`src/rtl/countdown_timer_pkg.sv`:
```
// Shared types and defaults for the countdown timer.
// States, default count width and default clamp value.
package countdown_timer_pkg;

  localparam int CDT_DATA_WIDTH = 16;
  localparam int CDT_MAX        = 99;

  typedef enum logic [1:0] {
    IDLE  = 2'd0,
    RUN   = 2'd1,
    PAUSE = 2'd2,
    DONE  = 2'd3
  } cdt_state_t;

endpackage

```
`src/rtl/countdown_timer_rise_detect.sv`:
```
// One-flop rising-edge detector with synchronous active-low clear.
// Ports: clk, reset (active-low), sig in, rise out (sig & ~previous sig).
module rise_detect (
  input  logic clk,
  input  logic reset,
  input  logic sig,
  output logic rise
);

  logic sig_z;

  always_ff @(posedge clk) begin
    if (!reset) sig_z <= 1'b0;
    else        sig_z <= sig;
  end

  assign rise = sig & ~sig_z;

endmodule

```
`src/rtl/countdown_timer.sv`:
```
// Programmable down-counter with load/start/stop and a one-cycle expired pulse.
// Ports: clk, reset (sync active-low), load, load_value, start, stop -> count,
// running, expired. Define COUNTDOWN_TIMER_AUTORELOAD_EN for periodic reload.
module countdown_timer
  import countdown_timer_pkg::*;
#(
  parameter int DATA_WIDTH = CDT_DATA_WIDTH,
  parameter int MAX        = CDT_MAX
) (
  input  logic                  clk,
  input  logic                  reset,
  input  logic                  load,
  input  logic [DATA_WIDTH-1:0] load_value,
  input  logic                  start,
  input  logic                  stop,
  output logic [DATA_WIDTH-1:0] count,
  output logic                  running,
  output logic                  expired
);

  cdt_state_t            state, state_n;
  logic [DATA_WIDTH-1:0] reload, reload_n;
  logic [DATA_WIDTH-1:0] count_n, clamped;
  logic                  expired_n;
  logic                  start_rise, stop_rise;
  logic                  tick;

  rise_detect u_start_rd (
    .clk   (clk),
    .reset (reset),
    .sig   (start),
    .rise  (start_rise)
  );

  rise_detect u_stop_rd (
    .clk   (clk),
    .reset (reset),
    .sig   (stop),
    .rise  (stop_rise)
  );

  assign clamped = (load_value > DATA_WIDTH'(MAX))
                 ? DATA_WIDTH'(MAX) : load_value;

  always_ff @(posedge clk) begin
    if (!reset) begin
      state   <= IDLE;
      count   <= '0;
      reload  <= '0;
      expired <= 1'b0;
    end else begin
      state   <= state_n;
      count   <= count_n;
      reload  <= reload_n;
      expired <= expired_n;
    end
  end

  // tick: this edge consumes one count (running, or a start that
  // resumes from IDLE/PAUSE with something left to count).
  always_comb begin
    state_n   = state;
    count_n   = count;
    reload_n  = reload;
    expired_n = 1'b0;
    tick      = 1'b0;
    if (load) begin
      state_n  = IDLE;
      count_n  = clamped;
      reload_n = clamped;
    end else if (stop_rise) begin
      if (state == RUN) state_n = PAUSE;
    end else if (state == RUN) begin
      tick = 1'b1;
    end else if (start_rise && count != '0 &&
                 (state == IDLE || state == PAUSE)) begin
      tick = 1'b1;
    end
    if (tick) begin
      state_n = RUN;
      if (count == DATA_WIDTH'(1)) begin
        expired_n = 1'b1;
`ifdef COUNTDOWN_TIMER_AUTORELOAD_EN
        count_n   = reload;
`else
        count_n   = '0;
        state_n   = DONE;
`endif
      end else begin
        count_n = count - DATA_WIDTH'(1);
      end
    end
  end

  assign running = (state == RUN);

endmodule

```
`config.mk`:
```
export PLATFORM = sky130hd
export DESIGN_NAME = countdown_timer
export DESIGN_NICKNAME = d
export VERILOG_FILES = /design/src/rtl/countdown_timer_pkg.sv /design/src/rtl/countdown_timer_rise_detect.sv /design/src/rtl/countdown_timer.sv
export SDC_FILE = /design/constraint.sdc
export NUM_CORES = 1
export LEC_CHECK = 0
export ABC_AREA = 1
export BUFFER_PORTS_ARGS = -buffer_cell sky130_fd_sc_hd__buf_2
export CAP_MARGIN = 20
export CORE_UTILIZATION = 40
export DETAILED_ROUTE_END_ITERATION = 6
export GPL_TIMING_DRIVEN = 0
export HOLD_SLACK_MARGIN = 0.15
export SETUP_SLACK_MARGIN = 0.4
export SLEW_MARGIN = 20
export SYNTH_ARGS = -nofsm -noshare
export SYNTH_HDL_FRONTEND = slang
export SYNTH_SLANG_ARGS = --single-unit
```
`constraint.sdc`:
```
create_clock -name clk -period 1.7 [get_ports clk]
set_clock_uncertainty 0.05 [all_clocks]
set_input_delay 0.34 -clock clk [delete_from_list [all_inputs] [get_ports clk]]
set_output_delay 0.34 -clock clk [all_outputs]
set_load 0.1 [all_outputs]
```
Word level (Yosys, flattened, before mapping)

Cells that the tools add are included.

Register bits: 21
Logic and storage cells: 38
Bits of input ports: 21

Equal/unequal tests: 3
Add/sub/neg operators: 1
Bitwise operators: 4
Reductions and logical operators: 10
$lt $le $gt $ge: 1
Muxes and demuxes: 14

Operator list:

| operator                                             | number |
|---|---|
| 2-to-1 mux 16 bit                                    | 4 |
| equality test 16 x 1 -> 1 bit, second input constant | 1 |
| > comparator 16 x 7 -> 1 bit, second input constant  | 1 |
| nonzero test 16 bit                                  | 1 |
| subtractor 16 x 1 -> 16 bit, second input constant   | 1 |
| 2-to-1 mux 2 bit                                     | 5 |
| nonzero test 3 bit                                   | 2 |
| 2-to-1 mux 1 bit                                     | 5 |
| AND reduction 2 bit                                  | 2 |
| AND 1 bit                                            | 2 |
| equality test 2 x 1 -> 1 bit, second input constant  | 1 |
| equality test 2 bit, second input constant           | 1 |
| logical AND 1 bit                                    | 2 |
| zero test 2 bit                                      | 1 |
| NOT 1 bit                                            | 2 |
| nonzero test 2 bit                                   | 1 |
| logical OR 1 bit                                     | 1 |

Logic depth before layout (Yosys ltp)

Gate-level depths: netlist (run 1).

Depth after elaboration: 10
Depth in mapped cells: 12
Depth with buffers taken out: 12

Modules after synthesis

From an unflattened synthesis (run 1), not the netlist that was laid out.

Cells, all modules: 236
Area total of the unflattened synthesis: 1470.2 um2

Modules (own cells, without submodules):

| module          | instances | cells each | area each (um2) |
|---|---|---|---|
| countdown_timer | 1         | 226        | 1395.1 |
| rise_detect     | 2         | 5          | 37.5 |

Worst setup path before layout (run 1)

OpenSTA, ideal clock, no wires.

Path type: register to register
From: reg state[0]
To: reg count[12]
Required time: 1.518 ns
Arrival time: 2.461 ns
Stages on the path, launching flop included: 9
Library setup time: 0.132 ns
Setup slack: -0.943 ns
Cell sequence: dfxtp_1 -> inv_1 -> nor2_1 -> inv_1 -> nand2_4 -> nand2_8 -> buf_8 -> nand3_1 -> a21oi_1

RTL lines:

| item                                                    | line                  | RTL |
|---|---|---|
| start: declaration                                      | countdown_timer.sv:21 | `cdt_state_t state, state_n;` |
| start signal: assignment                                | countdown_timer.sv:52 | `state <= state_n;` |
| equality test 2 x 1 -> 1 bit *                          | -                     |  |
| named net running                                       | countdown_timer.sv:17 | `output logic running,` |
| 2-to-1 mux 1 bit *                                      | countdown_timer.sv:73 | `end else if (state == RUN) begin` |
| 2-to-1 mux 1 bit *                                      | countdown_timer.sv:71 | `end else if (stop_rise) begin` |
| 2-to-1 mux 1 bit *                                      | countdown_timer.sv:67 | `if (load) begin` |
| 2-to-1 mux 16 bit or nonzero test 2 bit (tied branches) | -                     |  |
| end signal: assignment                                  | countdown_timer.sv:53 | `count <= count_n;` |
| end: declaration                                        | countdown_timer.sv:16 | `output logic [DATA_WIDTH-1:0] count,` |

Mark *: on every way through the listed nets, which the timed path passes. The rest lies on a longest branch.
A chain may end at the register's enable or synchronous reset.

Final worst setup path (run 1)

From: reg count[1]
To: reg count[3]

Word-level cells in the longest chain between the ends: 8

Ends and longest elaborated chain:

| item |
|---|
| parallel branches: the longest is 8 deep, another holds subtractor 16 x 1 -> 16 bit |

Several ways; the timed one is not identified.

==> flow_results.xml, run 1 <==
<?xml version="1.0" encoding="UTF-8"?>
<metrics>
  <group name="outcome">
    <metric name="run_status" unit="">finished clean</metric>
  </group>
  <group name="setup_path">
    <metric name="critPathArrivalTime" unit="ns">1.87</metric>
    <metric name="path_class" unit="">reg -&gt; reg</metric>
    <metric name="max_stage_delay" unit="ns">0.42</metric>
    <metric name="cp-start-kind" unit="">flop</metric>
    <metric name="timing.critical_path.slowest_stage_cell" unit="">sky130_fd_sc_hd__dfxtp_4</metric>
    <metric name="critical_path.n_buffers_inverters" unit="">4</metric>
    <metric name="cp.depth" unit="">14</metric>
    <metric name="cp_cell_sequence" unit="">inv_4 -&gt; ha_4 -&gt; nand2_2 -&gt; nor2_2 -&gt; nand2_2 -&gt; nand2_2 -&gt; nand2_4 -&gt; nand2_8 -&gt; buf_12 -&gt; buf_6 -&gt; nand3_2 -&gt; nand3_2 -&gt; nand2_2 -&gt; inv_2</metric>
    <metric name="worstPathRequired" unit="ns">1.89</metric>
    <metric name="cp_max_fo" unit="">4</metric>
    <metric name="crit_path_frequent_cell" unit="">sky130_fd_sc_hd__nand2_2</metric>
    <metric name="critPathTopFamily" unit="">simple AND/OR/NAND/NOR gates</metric>
    <metric name="end_kind" unit="">flop</metric>
    <metric name="worst-r2r-cell-count" unit="">14</metric>
  </group>
  <group name="timing">
    <metric name="final_critical_path_setup_slack" unit="ns">0.0201</metric>
    <metric name="tightestPinTransition" unit="ns">0.648</metric>
    <metric name="hold_viol" unit="">0</metric>
    <metric name="timing.slew.headroom" unit="%">56.8</metric>
    <metric name="grt_setup_unrepaired" unit="">true</metric>
    <metric name="final-setup-viol-count" unit="">0</metric>
    <metric name="final.period_utilization" unit="%">98.8</metric>
    <metric name="slew_viol_final" unit="">0</metric>
    <metric name="post-route-min-period" unit="ns">1.68</metric>
    <metric name="timing.fmax" unit="MHz">595</metric>
  </group>
  <group name="cts">
    <metric name="clock_latency" unit="ns">0.32</metric>
    <metric name="clockBufferDepth" unit="">2</metric>
    <metric name="cts.reportedPaths.clkPinSlew" unit="ns">0.14</metric>
    <metric name="tritoncts" unit="">yes</metric>
    <metric name="cts-buffers-inserted" unit="">3</metric>
    <metric name="cts_max_level" unit="">1</metric>
    <metric name="clock_tree.root_cell" unit="">sky130_fd_sc_hd__clkbuf_4</metric>
    <metric name="cts.sink_count" unit="">21</metric>
  </group>
  <group name="floorplan">
    <metric name="coreArea" unit="mm^2">0.00342</metric>
    <metric name="initial_core_util" unit="%">42.9</metric>
    <metric name="fp.dieW" unit="um">62.5</metric>
    <metric name="floorplan.io_pins" unit="">39</metric>
    <metric name="design.die.area" unit="mm^2">0.00391</metric>
    <metric name="fp-row-count" unit="">21</metric>
    <metric name="die_extent_in_y" unit="um">62.5</metric>
  </group>
  <group name="route">
    <metric name="drc" unit="">0</metric>
    <metric name="vias_per_cell" unit="">5.23</metric>
    <metric name="drt-pass1-iter-count" unit="">4</metric>
    <metric name="route.antenna.remaining_nets" unit="">0</metric>
    <metric name="drt_iter0_drc" unit="">125</metric>
    <metric name="post_drt_wl_per_cell" unit="um">15.3</metric>
    <metric name="via_count" unit="">1889</metric>
    <metric name="totalWireLength" unit="um">5540</metric>
  </group>
  <group name="cells_and_area">
    <metric name="final_nets" unit="">340</metric>
    <metric name="diodes" unit="">0</metric>
    <metric name="final_cell_mix" unit="">36 x sky130_fd_sc_hd__nand2_1, 24 x sky130_fd_sc_hd__inv_1, 22 x sky130_fd_sc_hd__nand3_1</metric>
    <metric name="layout_commonest_cell" unit="">sky130_fd_sc_hd__nand2_1</metric>
    <metric name="cell_count_final_fillers_out" unit="">361</metric>
    <metric name="area.growth.synth_to_final" unit="%">91.6</metric>
    <metric name="filler_cell_count_in_the_final_layout" unit="">213</metric>
    <metric name="post_route_cells_drive_above_1_share" unit="%">55.2</metric>
  </group>
  <group name="logic_synthesis">
    <metric name="yosys.area_share.xor_xnor" unit="%">4.78</metric>
    <metric name="synth_warnings" unit="">0</metric>
    <metric name="ys_ff_latch" unit="">21</metric>
    <metric name="synth_compound_gate_area_share" unit="%">7.86</metric>
    <metric name="synth_top_family_by_area" unit="">simple AND/OR/NAND/NOR gates</metric>
    <metric name="synthSimpleGateAreaFrac" unit="%">45.0</metric>
    <metric name="synth.cell_area" unit="mm^2">0.00147</metric>
    <metric name="post_synth_num_cell_types" unit="">26</metric>
    <metric name="synth_seq_area_share" unit="%">28.7</metric>
    <metric name="synthesis.instances" unit="">233</metric>
    <metric name="synthesis.nets" unit="">257</metric>
    <metric name="synthAdderAreaFrac" unit="%">2.56</metric>
    <metric name="synth_mux_area_share" unit="%">0</metric>
    <metric name="synthesis.area_per_instance" unit="um^2">6.29</metric>
  </group>
  <group name="global_route">
    <metric name="gr-usage-all-layers" unit="%">25.2</metric>
    <metric name="vias_in_the_first_global_route" unit="">1731</metric>
    <metric name="grt_overflow" unit="">0</metric>
    <metric name="grt_start_max_net_pins" unit="">13</metric>
    <metric name="grt_pass1_wl" unit="um">7820</metric>
    <metric name="antenna_violations_before_repair" unit="">0</metric>
  </group>
  <group name="flow_run">
    <metric name="max_cap_viol_count" unit="">0</metric>
  </group>
  <group name="placement">
    <metric name="globalplace.congestion" unit="">0.868</metric>
    <metric name="port_buffers" unit="">38</metric>
    <metric name="detailedPlace.worstSlack" unit="ns">0.0425</metric>
    <metric name="place_inst" unit="">317</metric>
    <metric name="place.detailed.hpwl" unit="um">2860</metric>
  </group>
  <group name="power_and_ir_drop">
    <metric name="power_density" unit="mW/mm^2">572</metric>
    <metric name="p_leak" unit="nW">1.22</metric>
    <metric name="irDropWorstVdd" unit="mV">0.511</metric>
    <metric name="power.total" unit="mW">1.61</metric>
  </group>
  <group name="min_path">
    <metric name="hold-path-cell-count" unit="">3</metric>
    <metric name="worst_hold_path_type" unit="">in -&gt; reg</metric>
  </group>
</metrics>
[worst min-delay path, cell delays in order]
cell,delay (ns)
sky130_fd_sc_hd__buf_2,0.09
sky130_fd_sc_hd__nand2_1,0.04
sky130_fd_sc_hd__inv_1,0.04
[repair_timing]
item | in CTS | in global routing
cloned | 3 | 0
endpoints found under the setup margin | 37 | 38
buffers inserted | 21 | 15
hold buffers | 1 | 0
resized for setup | 120 | 50
pin swaps | 22 | 25
endpoints found under the hold margin | 1 | 0
[final timing paths]
check           start               to  slack, ns
max          count[1]         count[3]       0.02
min              stop  u_stop_rd.sig_z       0.16
max reg2reg  count[1]         count[3]       0.02
min reg2reg  state[0]         state[0]       0.48
[synthesized netlist by cell type, drive strengths merged]
master  count  share of area [%]
dfxtp      21                 29
xnor2       2                1.2
ha          3                2.6
inv        32                8.2
nor2       36                 10
nand3b      1               0.51
nor3        3                1.0
buf         3                1.9
clkinv      1               0.26
nor3b       2                1.0
xor2        6                3.6
nand2      53                 16
clkbuf      3               0.77
a21oi      17                5.8
o21ai       6                2.0
nand4      11                4.7
nand3      33                 12
[cell families after synthesis]
family / Yosys count
AO/OA/AOI/OAI: 23
XOR/XNOR: 8
adder cells (fa/ha/maj): 3
buffers and inverters: 39
flip-flops: 21
AND/OR/NAND/NOR: 139
[sequential cells by signal, indices dropped and copies added, names as in the netlist]
| signal | cells |
|---|---|
| u_start_rd.sig_z | 1 |
| expired | 1 |
| u_stop_rd.sig_z | 1 |
| count | 16 |
| state | 2 |
[power by group]
part | internal, mW | switching [mW] | leakage, nW
combinational | 0.344 | 0.460 | 1.02
clock | 0.0881 | 0.178 | 0.0177
sequential | 0.498 | 0.0386 | 0.184
total | 0.931 | 0.677 | 1.22
[final cells by class]
class                           instances  area [um^2]  share of cell area (%)
Buffer                                  6         43.8                    1.56
Timing Repair inverter                  1         7.51                   0.267
Sequential cell                        21          483                    17.2
Clock buffer                            3         22.5                   0.802
Tap cell                               46         57.6                    2.05
Timing Repair Buffer                   77          853                    30.4
Inverter                               33          134                    4.77
Multi-Input combinational cell        173         1200                    42.8
Clock inverter                          1         5.00                   0.178
[per-layer routing]
layer	track usage [%]	share of wire (%)	vias up
met5	0	0	-
met4	9.88	2.7	0
met3	3.28	4.9	16
met2	44.6	51	74
met1	30.5	42	879
li1	-	-	920
[per-stage QoR]
step                      utilization (%)  TNS, ns  instance area (um^2)  hold slack [ns]
after floorplan                         -        0                  1560            0.383
after global placement               52.8        0                  1800            0.459
after detailed placement             52.8        0                  1800            0.459
after CTS                            73.2        0                  2500            0.155
after global routing                 82.2   -0.272                  2810            0.169
final                                82.2        0                  2810            0.159
Note: power is estimated with default switching activity, not from simulation.
==> run 2: changes to the inputs <==
==> constraint.sdc (replaced) <==
create_clock -name clk -period 1.7 [get_ports clk]
set_clock_uncertainty 0.05 [all_clocks]
set_input_delay 0.085 -clock clk [delete_from_list [all_inputs] [get_ports clk]]
set_output_delay 0.085 -clock clk [all_outputs]
set_load 0.1 [all_outputs]
==> flow_results.xml, run 2 (synthesized netlist as in run 1, its figures left out) <==
<?xml version="1.0" encoding="UTF-8"?>
<metrics>
  <group name="route">
    <metric name="route.antenna.remaining_nets" unit="">0</metric>
    <metric name="post_drt_wl_per_cell" unit="um">12.2</metric>
    <metric name="vias_per_cell" unit="">4.94</metric>
    <metric name="drt_iter0_drc" unit="">86</metric>
    <metric name="totalWireLength" unit="um">4270</metric>
    <metric name="drt-pass1-iter-count" unit="">5</metric>
    <metric name="via_count" unit="">1725</metric>
    <metric name="drc" unit="">0</metric>
  </group>
  <group name="timing">
    <metric name="final-setup-viol-count" unit="">0</metric>
    <metric name="slew_viol_final" unit="">0</metric>
    <metric name="final.period_utilization" unit="%">93.8</metric>
    <metric name="tightestPinTransition" unit="ns">0.489</metric>
    <metric name="post-route-min-period" unit="ns">1.59</metric>
    <metric name="final.setup.tns" unit="ns">0</metric>
    <metric name="grt_setup_unrepaired" unit="">true</metric>
    <metric name="timing.fmax" unit="MHz">627</metric>
    <metric name="timing.slew.headroom" unit="%">67.4</metric>
    <metric name="hold_viol" unit="">0</metric>
    <metric name="final_critical_path_setup_slack" unit="ns">0.106</metric>
  </group>
  <group name="placement">
    <metric name="placement.cell_area" unit="mm^2">0.00180</metric>
    <metric name="port_buffers" unit="">38</metric>
    <metric name="globalplace.congestion" unit="">0.868</metric>
    <metric name="detailedPlace.worstSlack" unit="ns">0.0425</metric>
    <metric name="place.detailed.hpwl" unit="um">2860</metric>
    <metric name="place_inst" unit="">317</metric>
  </group>
  <group name="setup_path">
    <metric name="worst-r2r-cell-count" unit="">12</metric>
    <metric name="path_class" unit="">reg -&gt; reg</metric>
    <metric name="cp_cell_sequence" unit="">inv_4 -&gt; ha_4 -&gt; nand2_2 -&gt; nor2_2 -&gt; nand2_2 -&gt; nand2_2 -&gt; nand2_4 -&gt; nand2_8 -&gt; buf_6 -&gt; nand3_1 -&gt; nand3_1 -&gt; nor2_1</metric>
    <metric name="cp-start-kind" unit="">flop</metric>
    <metric name="worstPathRequired" unit="ns">1.87</metric>
    <metric name="crit_path_frequent_cell" unit="">sky130_fd_sc_hd__nand2_2</metric>
    <metric name="cp_max_fo" unit="">6</metric>
    <metric name="critPathTopFamily" unit="">simple AND/OR/NAND/NOR gates</metric>
    <metric name="critical_path.n_buffers_inverters" unit="">2</metric>
    <metric name="timing.critical_path.slowest_stage_cell" unit="">sky130_fd_sc_hd__dfxtp_4</metric>
    <metric name="cp.depth" unit="">12</metric>
    <metric name="end_kind" unit="">flop</metric>
    <metric name="critPathArrivalTime" unit="ns">1.77</metric>
    <metric name="max_stage_delay" unit="ns">0.39</metric>
  </group>
  <group name="floorplan">
    <metric name="design.die.area" unit="mm^2">0.00391</metric>
    <metric name="coreArea" unit="mm^2">0.00342</metric>
    <metric name="fp-row-count" unit="">21</metric>
    <metric name="fp.dieW" unit="um">62.5</metric>
    <metric name="die_extent_in_y" unit="um">62.5</metric>
    <metric name="floorplan.io_pins" unit="">39</metric>
    <metric name="initial_core_util" unit="%">42.9</metric>
  </group>
  <group name="power_and_ir_drop">
    <metric name="irDropWorstVdd" unit="mV">0.491</metric>
    <metric name="power_density" unit="mW/mm^2">622</metric>
    <metric name="power.total" unit="mW">1.41</metric>
    <metric name="p_leak" unit="nW">1.06</metric>
  </group>
  <group name="cells_and_area">
    <metric name="final_nets" unit="">328</metric>
    <metric name="largest_reg_flops" unit="">16</metric>
    <metric name="final_cell_mix" unit="">43 x sky130_fd_sc_hd__nand2_1, 28 x sky130_fd_sc_hd__nand3_1, 27 x sky130_fd_sc_hd__inv_1</metric>
    <metric name="layout_top_registers" unit="">count (16), state (2)</metric>
    <metric name="area.growth.synth_to_final" unit="%">54.4</metric>
    <metric name="diodes" unit="">0</metric>
    <metric name="filler_cell_count_in_the_final_layout" unit="">344</metric>
    <metric name="cell_count_final_fillers_out" unit="">349</metric>
    <metric name="regMostFlops" unit="">count</metric>
    <metric name="design_area" unit="mm^2">0.00226</metric>
    <metric name="layout_commonest_cell" unit="">sky130_fd_sc_hd__nand2_1</metric>
    <metric name="post_route_cells_drive_above_1_share" unit="%">38.9</metric>
  </group>
  <group name="flow_run">
    <metric name="max_cap_viol_count" unit="">0</metric>
  </group>
  <group name="global_route">
    <metric name="vias_in_the_first_global_route" unit="">1584</metric>
    <metric name="grt_start_max_net_pins" unit="">13</metric>
    <metric name="grt_pass1_wl" unit="um">6950</metric>
    <metric name="antenna_violations_before_repair" unit="">0</metric>
    <metric name="gr-usage-all-layers" unit="%">22.3</metric>
    <metric name="grt_overflow" unit="">0</metric>
  </group>
  <group name="outcome">
    <metric name="run_status" unit="">finished clean</metric>
  </group>
  <group name="cts">
    <metric name="cts.reportedPaths.clkPinSlew" unit="ns">0.13</metric>
    <metric name="clockBufferDepth" unit="">2</metric>
    <metric name="cts_max_level" unit="">1</metric>
    <metric name="clock_latency" unit="ns">0.31</metric>
    <metric name="cts-buffers-inserted" unit="">3</metric>
    <metric name="clock_tree.root_cell" unit="">sky130_fd_sc_hd__clkbuf_4</metric>
    <metric name="cts.sink_count" unit="">21</metric>
    <metric name="tritoncts" unit="">yes</metric>
  </group>
  <group name="min_path">
    <metric name="hold-path-cell-count" unit="">7</metric>
    <metric name="worst_hold_path_type" unit="">in -&gt; reg</metric>
  </group>
</metrics>
==> run 2: power breakdown <==
part           internal (mW)  leakage [nW]  switching [mW]  total (mW)
sequential             0.498         0.184          0.0292       0.527
combinational          0.237         0.855           0.383       0.620
clock                 0.0880        0.0177           0.172       0.260
==> run 2: through the flow <==
step | hold WS, ns | util, %
3_3_place_gp | 0.229 | 52.8
5_1_grt | 0.289 | 66.2
4_1_cts | 0.223 | 62.3
3_5_place_dp | 0.229 | 52.8
2_1_floorplan | 0.128 | -
6_report | 0.270 | 66.2
==> run 2: routing by layer <==
layer	track usage, %	part of all wire (%)
met1	26.8	46
met2	39.8	50
met3	3.28	4.0
met4	7.85	0.44
met5	0	0
==> run 2: path summary, 6_finish.rpt <==
check / slack, ns / end / from
max: 0.11 / count[4] / count[1]
max reg2reg: 0.11 / count[4] / count[1]
min: 0.27 / count[0] / load_value[14]
min reg2reg: 0.48 / state[0] / state[0]
==> run 2: worst reg2reg max path, stage by stage, from the launching register on <==
cell,delay [ns]
sky130_fd_sc_hd__dfxtp_4,0.39
sky130_fd_sc_hd__inv_4,0.08
sky130_fd_sc_hd__ha_4,0.13
sky130_fd_sc_hd__nand2_2,0.05
sky130_fd_sc_hd__nor2_2,0.11
sky130_fd_sc_hd__nand2_2,0.08
sky130_fd_sc_hd__nand2_2,0.08
sky130_fd_sc_hd__nand2_4,0.08
sky130_fd_sc_hd__nand2_8,0.09
sky130_fd_sc_hd__buf_6,0.14
sky130_fd_sc_hd__nand3_1,0.07
sky130_fd_sc_hd__nand3_1,0.10
sky130_fd_sc_hd__nor2_1,0.04
==> run 2: final cells by class <==
| type | instances | area, um^2 | share of cell area (%) |
|---|---|---|---|
| Inverter | 33 | 134 | 5.92 |
| Buffer | 6 | 42.5 | 1.88 |
| Sequential cell | 21 | 482 | 21.3 |
| Clock inverter | 1 | 5.00 | 0.221 |
| Timing Repair inverter | 1 | 5.00 | 0.221 |
| Clock buffer | 3 | 22.5 | 0.996 |
| Multi-Input combinational cell | 173 | 1020 | 45.3 |
| Tap cell | 46 | 57.6 | 2.54 |
| Timing Repair Buffer | 65 | 489 | 21.6 |
==> run 2: what timing repair did <==
action                                  4_1_cts  5_1_grt
pin swaps                                     8        6
hold endpoints to repair                     10        0
gates resized for setup                      24       35
setup buffers                                13        1
hold buffers                                 12        0
cloned                                        0        2
endpoints found under the setup margin       26       32
==> run 3: changes to the inputs <==
- GPL_TIMING_DRIVEN: 0 -> unset
==> flow_results.xml, run 3 (synthesized netlist as in run 1, its figures left out) <==
<?xml version="1.0" encoding="UTF-8"?>
<metrics>
  <group name="cts">
    <metric name="clock_latency" unit="ns">0.31</metric>
    <metric name="tritoncts" unit="">yes</metric>
    <metric name="cts_max_level" unit="">1</metric>
    <metric name="clockBufferDepth" unit="">2</metric>
    <metric name="cts.sink_count" unit="">21</metric>
    <metric name="clock_tree.root_cell" unit="">sky130_fd_sc_hd__clkbuf_4</metric>
    <metric name="cts-buffers-inserted" unit="">3</metric>
    <metric name="cts.reportedPaths.clkPinSlew" unit="ns">0.14</metric>
  </group>
  <group name="route">
    <metric name="post_drt_wl_per_cell" unit="um">12.4</metric>
    <metric name="vias_per_cell" unit="">4.98</metric>
    <metric name="route.antenna.remaining_nets" unit="">0</metric>
    <metric name="totalWireLength" unit="um">4330</metric>
    <metric name="drc" unit="">0</metric>
    <metric name="drt-pass1-iter-count" unit="">4</metric>
    <metric name="via_count" unit="">1734</metric>
    <metric name="drt_iter0_drc" unit="">93</metric>
  </group>
  <group name="power_and_ir_drop">
    <metric name="power_density" unit="mW/mm^2">616</metric>
    <metric name="p_sw" unit="mW">0.589</metric>
    <metric name="p_leak" unit="nW">1.06</metric>
    <metric name="internal_power" unit="mW">0.810</metric>
    <metric name="comb_power_share" unit="%">44.0</metric>
    <metric name="clock_power_share" unit="%">18.5</metric>
    <metric name="power.sequential.fraction" unit="%">37.5</metric>
    <metric name="sw_frac_of_total" unit="%">42.1</metric>
    <metric name="irDropWorstVdd" unit="mV">0.382</metric>
    <metric name="power.total" unit="mW">1.40</metric>
  </group>
  <group name="placement">
    <metric name="placement.cell_area" unit="mm^2">0.00183</metric>
    <metric name="port_buffers" unit="">38</metric>
    <metric name="place_inst" unit="">320</metric>
    <metric name="globalplace.congestion" unit="">0.835</metric>
    <metric name="detailedPlace.worstSlack" unit="ns">0.0489</metric>
    <metric name="place.detailed.hpwl" unit="um">2820</metric>
  </group>
  <group name="setup_path">
    <metric name="critPathArrivalTime" unit="ns">1.74</metric>
    <metric name="max_stage_delay" unit="ns">0.39</metric>
    <metric name="path_class" unit="">reg -&gt; reg</metric>
    <metric name="critPathTopFamily" unit="">simple AND/OR/NAND/NOR gates</metric>
    <metric name="critical_path.n_buffers_inverters" unit="">2</metric>
    <metric name="worstPathRequired" unit="ns">1.85</metric>
    <metric name="cp_max_fo" unit="">5</metric>
    <metric name="cp_cell_sequence" unit="">inv_4 -&gt; ha_4 -&gt; nand2_2 -&gt; nor2_4 -&gt; nand2_2 -&gt; nand2_4 -&gt; nand2_8 -&gt; nand3_4 -&gt; clkinvlp_4 -&gt; nand2_1 -&gt; a21oi_1</metric>
    <metric name="crit_path_frequent_cell" unit="">sky130_fd_sc_hd__nand2_2</metric>
    <metric name="cp-start-kind" unit="">flop</metric>
    <metric name="end_kind" unit="">flop</metric>
    <metric name="timing.critical_path.slowest_stage_cell" unit="">sky130_fd_sc_hd__dfxtp_4</metric>
  </group>
  <group name="timing">
    <metric name="timing.slew.headroom" unit="%">61.5</metric>
    <metric name="final_critical_path_setup_slack" unit="ns">0.104</metric>
    <metric name="timing.fmax" unit="MHz">627</metric>
    <metric name="hold_viol" unit="">0</metric>
    <metric name="grt_setup_unrepaired" unit="">true</metric>
    <metric name="hold_slack" unit="ns">0.186</metric>
    <metric name="final.period_utilization" unit="%">93.9</metric>
    <metric name="post-route-min-period" unit="ns">1.60</metric>
    <metric name="final-setup-viol-count" unit="">0</metric>
    <metric name="final.setup.tns" unit="ns">0</metric>
    <metric name="tightestPinTransition" unit="ns">0.577</metric>
    <metric name="slew_viol_final" unit="">0</metric>
  </group>
  <group name="floorplan">
    <metric name="coreArea" unit="mm^2">0.00342</metric>
    <metric name="die_extent_in_y" unit="um">62.5</metric>
    <metric name="floorplan.io_pins" unit="">39</metric>
    <metric name="fp.dieW" unit="um">62.5</metric>
    <metric name="design.die.area" unit="mm^2">0.00391</metric>
    <metric name="initial_core_util" unit="%">42.9</metric>
    <metric name="fp-row-count" unit="">21</metric>
  </group>
  <group name="cells_and_area">
    <metric name="fin_util" unit="%">66.5</metric>
    <metric name="layout_commonest_cell" unit="">sky130_fd_sc_hd__nand2_1</metric>
    <metric name="largest_reg_flops" unit="">16</metric>
    <metric name="design_area" unit="mm^2">0.00227</metric>
    <metric name="layout_top_registers" unit="">count (16), state (2)</metric>
    <metric name="final_cell_mix" unit="">42 x sky130_fd_sc_hd__nand2_1, 31 x sky130_fd_sc_hd__nand3_1, 27 x sky130_fd_sc_hd__inv_1</metric>
    <metric name="regMostFlops" unit="">count</metric>
    <metric name="post_route_cells_drive_above_1_share" unit="%">38.7</metric>
    <metric name="cell_count_final_fillers_out" unit="">348</metric>
    <metric name="diodes" unit="">0</metric>
    <metric name="area.growth.synth_to_final" unit="%">55.0</metric>
    <metric name="final_nets" unit="">327</metric>
  </group>
  <group name="min_path">
    <metric name="worst_hold_path_type" unit="">in -&gt; reg</metric>
  </group>
  <group name="global_route">
    <metric name="grt_overflow" unit="">0</metric>
    <metric name="gr-usage-all-layers" unit="%">23.5</metric>
    <metric name="grt_pass1_wl" unit="um">7410</metric>
    <metric name="vias_in_the_first_global_route" unit="">1641</metric>
    <metric name="antenna_violations_before_repair" unit="">0</metric>
    <metric name="grt_start_max_net_pins" unit="">16</metric>
  </group>
  <group name="outcome">
    <metric name="run_status" unit="">finished clean</metric>
  </group>
  <group name="flow_run">
    <metric name="max_cap_viol_count" unit="">0</metric>
  </group>
</metrics>
[run 3: cell types whose count changed in the layout (fill, tap and decap cells not counted), sizes merged]
cell	delta
dlygate4sd3	+1
inv	+1
clkinv	-2
nand2	+2
clkinvlp	+1
clkbuf	-5
buf	+1
[run 3: worst reg2reg max path, stage by stage, from the launching register on]
cell and delay, ns:
sky130_fd_sc_hd__dfxtp_4 0.39, sky130_fd_sc_hd__inv_4 0.08, sky130_fd_sc_hd__ha_4 0.13, sky130_fd_sc_hd__nand2_2 0.06, sky130_fd_sc_hd__nor2_4 0.09, sky130_fd_sc_hd__nand2_2 0.07
sky130_fd_sc_hd__nand2_4 0.09, sky130_fd_sc_hd__nand2_8 0.09, sky130_fd_sc_hd__nand3_4 0.12, sky130_fd_sc_hd__clkinvlp_4 0.17, sky130_fd_sc_hd__nand2_1 0.08, sky130_fd_sc_hd__a21oi_1 0.05
[run 3: cell type report]
class                   count  area [um^2]
fillers                   319         1140
multi-input cells         175         1060
repair buffers             68          505
flip-flops and latches     21          482
inverters                  33          131
well taps                  46         57.6
clock buffers               3         22.5
repair inverters            1         7.51
clock inverters             1         5.00
[run 3: power groups by stage]
stage | registers, mW | logic [mW] | clock network, mW
after detailed placement | 0.532 | 0.482 | 0
after global routing | 0.528 | 0.667 | 0.289
final | 0.525 | 0.615 | 0.259
after CTS | 0.522 | 0.589 | 0.268
after global placement | 0.532 | 0.484 | 0
after floorplan | 0.638 | 0.266 | 0
[run 3: path summary, 6_finish.rpt]
| check | start | endpoint | slack, ns | depth (start not counted) |
|---|---|---|---|---|
| setup / recovery | count[1] | count[11] | 0.10 | 11 |
| hold / removal | reset | count[9] | 0.19 | 3 |
| setup reg to reg | count[1] | count[11] | 0.10 | 11 |
| hold reg to reg | count[15] | count[15] | 0.48 | 2 |
[run 3: repair_timing]
action / CTS / global route
hold endpoints to repair: 10 / 0
hold buffers: 13 / 0
resized for setup: 32 / 21
gates cloned: 3 / 0
pin swaps: 9 / 1
endpoints found under the setup margin: 24 / 30
setup buffers: 7 / 1
[run 3: layer usage]
layer	GRT usage, %	vias to the layer above	wire length, um
met4	6.40	0	22
met1	30.3	783	1960
met3	2.55	2	182
li1	-	899	-
met5	0	-	0
met2	41.0	50	2160
